<file path="config.mk">
export PLATFORM = sky130hd
export DESIGN_NAME = dcache_dm
export DESIGN_NICKNAME = d
export VERILOG_FILES = /design/src/rtl/dcache_dm.sv
export SDC_FILE = /design/constraint.sdc
export NUM_CORES = 2
export LEC_CHECK = 0
export ABC_CLOCK_PERIOD_IN_PS = 9600
export CAP_MARGIN = 15
export CORE_ASPECT_RATIO = 1.5
export CORE_MARGIN = 2
export CORE_UTILIZATION = 60
export CTS_CLUSTER_SIZE = 16
export DETAILED_ROUTE_END_ITERATION = 12
export GPL_ROUTABILITY_DRIVEN = 0
export PLACE_DENSITY = 0.8
export SYNTH_ARGS = -nofsm -noshare
export SYNTH_HDL_FRONTEND = slang
export SYNTH_SLANG_ARGS = --single-unit
</file>
<file path="constraint.sdc">
create_clock -name clk -period 9.6 [get_ports clk]
set_input_delay 1.92 -clock clk [delete_from_list [all_inputs] [get_ports clk]]
set_output_delay 1.92 -clock clk [all_outputs]
set_load 0.005 [all_outputs]
</file>
<file path="src/rtl/dcache_dm.sv">
// dcache_dm: direct-mapped, write-through, no-write-allocate data cache.
//   16 lines x 4 words (256 bytes). Loads that miss allocate the whole line
//   by reading the backing memory one word at a time. Stores always go to
//   memory and update the cache only on a hit.
//
// Ports:
//   clk, rst_n       clock; asynchronous active-low reset
//   cpu_read         load request (held stable while stall=1)
//   cpu_write        store request (held stable while stall=1); wins over cpu_read
//   cpu_address      byte address, bits [1:0] ignored
//   cpu_write_data   store data
//   cpu_read_data    load data, zero unless a load completes this cycle
//   stall            combinational pipeline freeze request
//   mem_write        backing memory write strobe
//   mem_address      backing memory word-aligned byte address
//   mem_write_data   backing memory write data
//   mem_read_data    backing memory asynchronous read data
//   hit_count        load hit counter (wraps)
//   miss_count       load miss counter (wraps)
module dcache_dm #(
    parameter int unsigned MEM_WAIT = 2
) (
    input  logic        clk,
    input  logic        rst_n,
    input  logic        cpu_read,
    input  logic        cpu_write,
    input  logic [31:0] cpu_address,
    input  logic [31:0] cpu_write_data,
    output logic [31:0] cpu_read_data,
    output logic        stall,
    output logic        mem_write,
    output logic [31:0] mem_address,
    output logic [31:0] mem_write_data,
    input  logic [31:0] mem_read_data,
    output logic [31:0] hit_count,
    output logic [31:0] miss_count
);

    localparam logic [3:0] WaitLast = 4'(MEM_WAIT - 1);

    typedef enum logic [1:0] {
        StIdle,
        StFill,
        StWrite
    } state_e;

    state_e      state_q, state_d;
    logic [15:0] valid_q, valid_d;
    logic [1:0]  word_q, word_d;
    logic [3:0]  wait_q, wait_d;
    logic [31:0] hit_q, hit_d;
    logic [31:0] miss_q, miss_d;
    // Marks the cycle in which a refilled load completes, so it is not
    // counted a second time as a hit.
    logic        fill_done_q, fill_done_d;

    // Storage without reset: contents are meaningless until valid is set.
    logic [23:0] tag_mem [16];
    logic [31:0] data_mem [64];

    logic [23:0] addr_tag;
    logic [3:0]  addr_index;
    logic [1:0]  addr_offset;
    logic        lookup_hit;
    logic [31:0] lookup_word;

    logic        data_we;
    logic [5:0]  data_waddr;
    logic [31:0] data_wdata;
    logic        tag_we;

    logic        stall_int;
    logic        mem_write_int;
    logic [31:0] read_data_int;

    logic        unused_addr_bits;

    assign addr_tag         = cpu_address[31:8];
    assign addr_index       = cpu_address[7:4];
    assign addr_offset      = cpu_address[3:2];
    assign unused_addr_bits = ^cpu_address[1:0];

    assign lookup_hit  = valid_q[addr_index] && (tag_mem[addr_index] == addr_tag);
    assign lookup_word = data_mem[{addr_index, addr_offset}];

    always_comb begin
        state_d       = state_q;
        valid_d       = valid_q;
        word_d        = word_q;
        wait_d        = wait_q;
        hit_d         = hit_q;
        miss_d        = miss_q;
        fill_done_d   = 1'b0;
        stall_int     = 1'b0;
        mem_write_int = 1'b0;
        mem_address   = {cpu_address[31:2], 2'b00};
        read_data_int = 32'h0000_0000;
        data_we       = 1'b0;
        data_waddr    = {addr_index, addr_offset};
        data_wdata    = cpu_write_data;
        tag_we        = 1'b0;

        unique case (state_q)
            StIdle: begin
                if (cpu_write) begin
                    // Store (also when cpu_read is high): one stall cycle.
                    stall_int = 1'b1;
                    state_d   = StWrite;
                end else if (cpu_read) begin
                    if (lookup_hit) begin
                        read_data_int = lookup_word;
                        if (!fill_done_q) begin
                            hit_d = hit_q + 32'd1;
                        end
                    end else begin
                        stall_int = 1'b1;
                        miss_d    = miss_q + 32'd1;
                        word_d    = 2'd0;
                        wait_d    = 4'd0;
                        state_d   = StFill;
                    end
                end
            end

            StFill: begin
                stall_int   = 1'b1;
                mem_address = {addr_tag, addr_index, word_q, 2'b00};
                if (wait_q == WaitLast) begin
                    data_we    = 1'b1;
                    data_waddr = {addr_index, word_q};
                    data_wdata = mem_read_data;
                    wait_d     = 4'd0;
                    word_d     = word_q + 2'd1;
                    if (word_q == 2'd3) begin
                        tag_we              = 1'b1;
                        valid_d[addr_index] = 1'b1;
                        fill_done_d         = 1'b1;
                        state_d             = StIdle;
                    end
                end else begin
                    wait_d = wait_q + 4'd1;
                end
            end

            StWrite: begin
                mem_write_int = 1'b1;
                // No write-allocate: only a resident line is updated.
                data_we       = lookup_hit;
                state_d       = StIdle;
            end

            default: begin
                state_d = StIdle;
            end
        endcase
    end

    // Reset must silence the combinational outputs immediately, even while a
    // request is held that would otherwise miss and stall.
    assign stall          = stall_int & rst_n;
    assign mem_write      = mem_write_int & rst_n;
    assign cpu_read_data  = rst_n ? read_data_int : 32'h0000_0000;
    assign mem_write_data = cpu_write_data;
    assign hit_count      = hit_q;
    assign miss_count     = miss_q;

    always_ff @(posedge clk or negedge rst_n) begin
        if (!rst_n) begin
            state_q     <= StIdle;
            valid_q     <= '0;
            word_q      <= '0;
            wait_q      <= '0;
            hit_q       <= '0;
            miss_q      <= '0;
            fill_done_q <= 1'b0;
        end else begin
            state_q     <= state_d;
            valid_q     <= valid_d;
            word_q      <= word_d;
            wait_q      <= wait_d;
            hit_q       <= hit_d;
            miss_q      <= miss_d;
            fill_done_q <= fill_done_d;
        end
    end

    always_ff @(posedge clk) begin
        if (data_we) begin
            data_mem[data_waddr] <= data_wdata;
        end
        if (tag_we) begin
            tag_mem[addr_index] <= addr_tag;
        end
    end

endmodule

</file>
==> impl_metrics.json <==
{
  "finalCritPeriodShare": 0.946,
  "dr.pass1.iters": 6,
  "clk_latency_ns": 0.87,
  "yosysWarningCount": 0,
  "dpl.cell_count": 6788,
  "fmax_ghz": 0.110,
  "drt_iter0_markers": 8594,
  "cp.required_ns": 7.68,
  "ir_worst_vdd_v": 0.000212,
  "drv_slew": 0,
  "io_pins": 262,
  "arrival_ns": 7.16,
  "syn_inst": 4493,
  "crit_chain": "buf_8 > buf_4 > mux4_2 > a2bb2oi_1 > a21oi_1 > or3_1 > a211oi_1 > nand4b_1 > nor4b_4 > nand3_2 > buf_12 > a2111oi_2 > clkdlybuf4s50_1",
  "p_per_area_nw_per_um2": 200,
  "avgSynthCellArea_um2": 21.9,
  "htreeDepth": 4,
  "initial_utilization": 0.602,
  "grt_overflow": 0,
  "dieArea_um2": 167000,
  "root_buffer": "clkbuf_16",
  "synth_largest_area_cell": "edfxtp_1",
  "maxSlewHeadroom": 0.125,
  "clockBufferDepth": 3,
  "cp-end-kind": "output port",
  "rsz0062_at_grt": "no",
  "finalHoldViolCount": 0,
  "dp_hpwl_um": 154000,
  "finalNonFillerCells": 7214,
  "ys_seq_elements": 2521,
  "synth-edff-count": 2432,
  "cap_violations": 0,
  "dp_slack_ns": 0.706,
  "fp.dieW_um": 335,
  "die_y_um": 500,
  "yosysTopAreaCellShare": 0.741,
  "setup_viol": 0,
  "drive_gt1_frac": 0.279,
  "cts-resized-gates": 0,
  "viasPerCell": 7.25,
  "yosys-top-cells-count": "edfxtp_1, mux4_2, nand2_1",
  "worstMarginPinSlew_ns": 1.31,
  "grt_max_degree": 100,
  "wl_per_cell_um": 39.2,
  "syn-cell-area_um2": 98500,
  "port_buffers": 257,
  "synthFlopType": "edfxtp_1",
  "status": "finished clean",
  "coreArea_um2": 164000,
  "grt_pass1_wl_um": 394000,
  "finalSetupTns_ns": 0,
  "grt_pass1_vias": 52950,
  "cts_tree": "built",
  "cts_made_buffers": 214,
  "leakagePower_nw": 35.7,
  "cts.sinks": 2521,
  "clkTransAtPathRegs_ns": 0.07,
  "track_usage": 0.340,
  "worst_path_max_delay_cell": "a2111oi_2",
  "synth.distinct_cells": 74,
  "postSynth.asyncResetShare": 0.0353,
  "hold_path.class": "flop to flop",
  "wl_um": 283000,
  "min_period_ns": 9.08,
  "post-synth-top-count-cell": "edfxtp_1",
  "setup_slack_ns": 0.518,
  "nets": 5016,
  "startpoint_type": "input port",
  "post_cts_buffers": 0,
  "skew_ns": 0.0382,
  "antenna_found_initial": 13,
  "rows": 182,
  "area_delta_synth_final_pct": 13.7,
  "drcViolationCount": 0,
  "num_vias": 52315,
  "yosysSeqAreaShare": 0.764,
  "cts_hold_buf": 0,
  "path_class": "input port to output port",
  "path_max_fanout": 72,
  "antenna_left": 0,
  "cpPeakStageDelay_ns": 0.83,
  "yosys-top-cells-area": "edfxtp_1, mux4_2, dfrtp_1, mux2i_1, nand2_1"
}
-- through the flow --
step / hold slack [ns] / util / area [um2] / power, mW
global placement: 0.445 / 0.640 / 105000 / 13.8
finish: 0.466 / 0.685 / 112000 / 22.5
CTS: 0.465 / 0.683 / 112000 / 22.4
detailed placement: 0.448 / 0.640 / 105000 / 13.9
global route: 0.466 / 0.685 / 112000 / 22.9
floorplan: 0.434 / - / 98500 / 13.3
-- logic make-up (layout without fill, tap and decap cells) --
family	after synthesis	after routing	synth area share
flip-flops	2521	2521	0.764
AND/OR/NAND/NOR	515	515	0.0253
buffers and inverters	324	922	0.0168
AO/OA/AOI/OAI	247	247	0.0182
adder cells (fa/ha/maj)	8	8	0.00102
multiplexers	796	796	0.167
other	1	8	0.0000381
XOR/XNOR	81	81	0.00720
-- placed cells by master, fill, tap and decap left out, types with 14 or more instances in the layout --
cell	Yosys	routed
edfxtp_1	2432	2432
nor2_4	0	64
buf_12	0	33
nor3_1	18	15
mux2_2	36	36
o21ai_0	27	27
clkbuf_1	115	38
nand3_1	46	45
dfrtp_1	89	89
a22oi_1	17	17
nor2_1	124	46
a21oi_1	19	19
xnor2_1	69	69
clkbuf_16	0	219
nand2_2	0	24
or2_2	17	17
nand2_1	168	144
clkinv_1	1	46
bufinv_16	0	21
clkdlybuf4s50_1	0	250
nor2b_1	18	15
and3_1	29	29
mux4_2	672	672
inv_1	18	18
nor2_2	0	14
nand4_1	36	36
buf_4	71	214
and2_1	17	16
clkinv_2	0	50
o22ai_1	72	72
a211oi_1	19	19
mux2i_1	83	83
-- critical path, delay by kind of cell --
kind / cells / cell delay [ns]
buffers and inverters: 4 / 1.89
AOI/OAI and AO/OA: 4 / 1.48
and+or+nand+nor: 4 / 1.19
muxes: 1 / 0.58
-- power breakdown --
group / internal, mW / switching [mW] / leakage (nW)
clock network: 4.77 / 3.98 / 3.41
logic: 0.534 / 0.922 / 9.19
registers: 12.2 / 0.0221 / 23.1
-- state kept, by name (all words and copies together) (netlist names) --
register     count
tag_mem        384
valid_q         16
data_mem      2048
state_q          2
fill_done_q      1
wait_q           4
hit_count       32
miss_count      32
word_q           2
-- per-layer routing --
metal	track usage	part of all wire	up-vias
li1	-	-	19626
met1	0.412	0.30	26622
met2	0.545	0.49	4934
met3	0.0905	0.13	1123
met4	0.217	0.079	10
met5	0.00117	0.00022	-
-- worst paths after layout --
path                                 from  slack (ns)  cells past startpoint                to
max in group asynchronous           rst_n        7.38                      2    miss_count[18]
min in group asynchronous           rst_n        0.93                      1        valid_q[1]
setup reg to reg           tag_mem[11][3]        4.19                     11   data_mem[17][1]
hold reg to reg                valid_q[0]        0.47                      1        valid_q[0]
hold / removal                 valid_q[0]        0.47                      1        valid_q[0]
setup / recovery           cpu_address[4]        0.52                     13  cpu_read_data[7]
-- cell type report --
type                            instances  area (um2)
Sequential cell                      2521       75300
Fill cell                            9285       51500
Multi-Input combinational cell       1649       22200
Clock buffer                          259        5650
Timing Repair Buffer                  503        4880
Tap cell                             2116        2650
Clock inverter                        141        1290
Inverter                               19        71.3
Antenna cell                            6        15.0
Power figures use the tool's default switching activity.
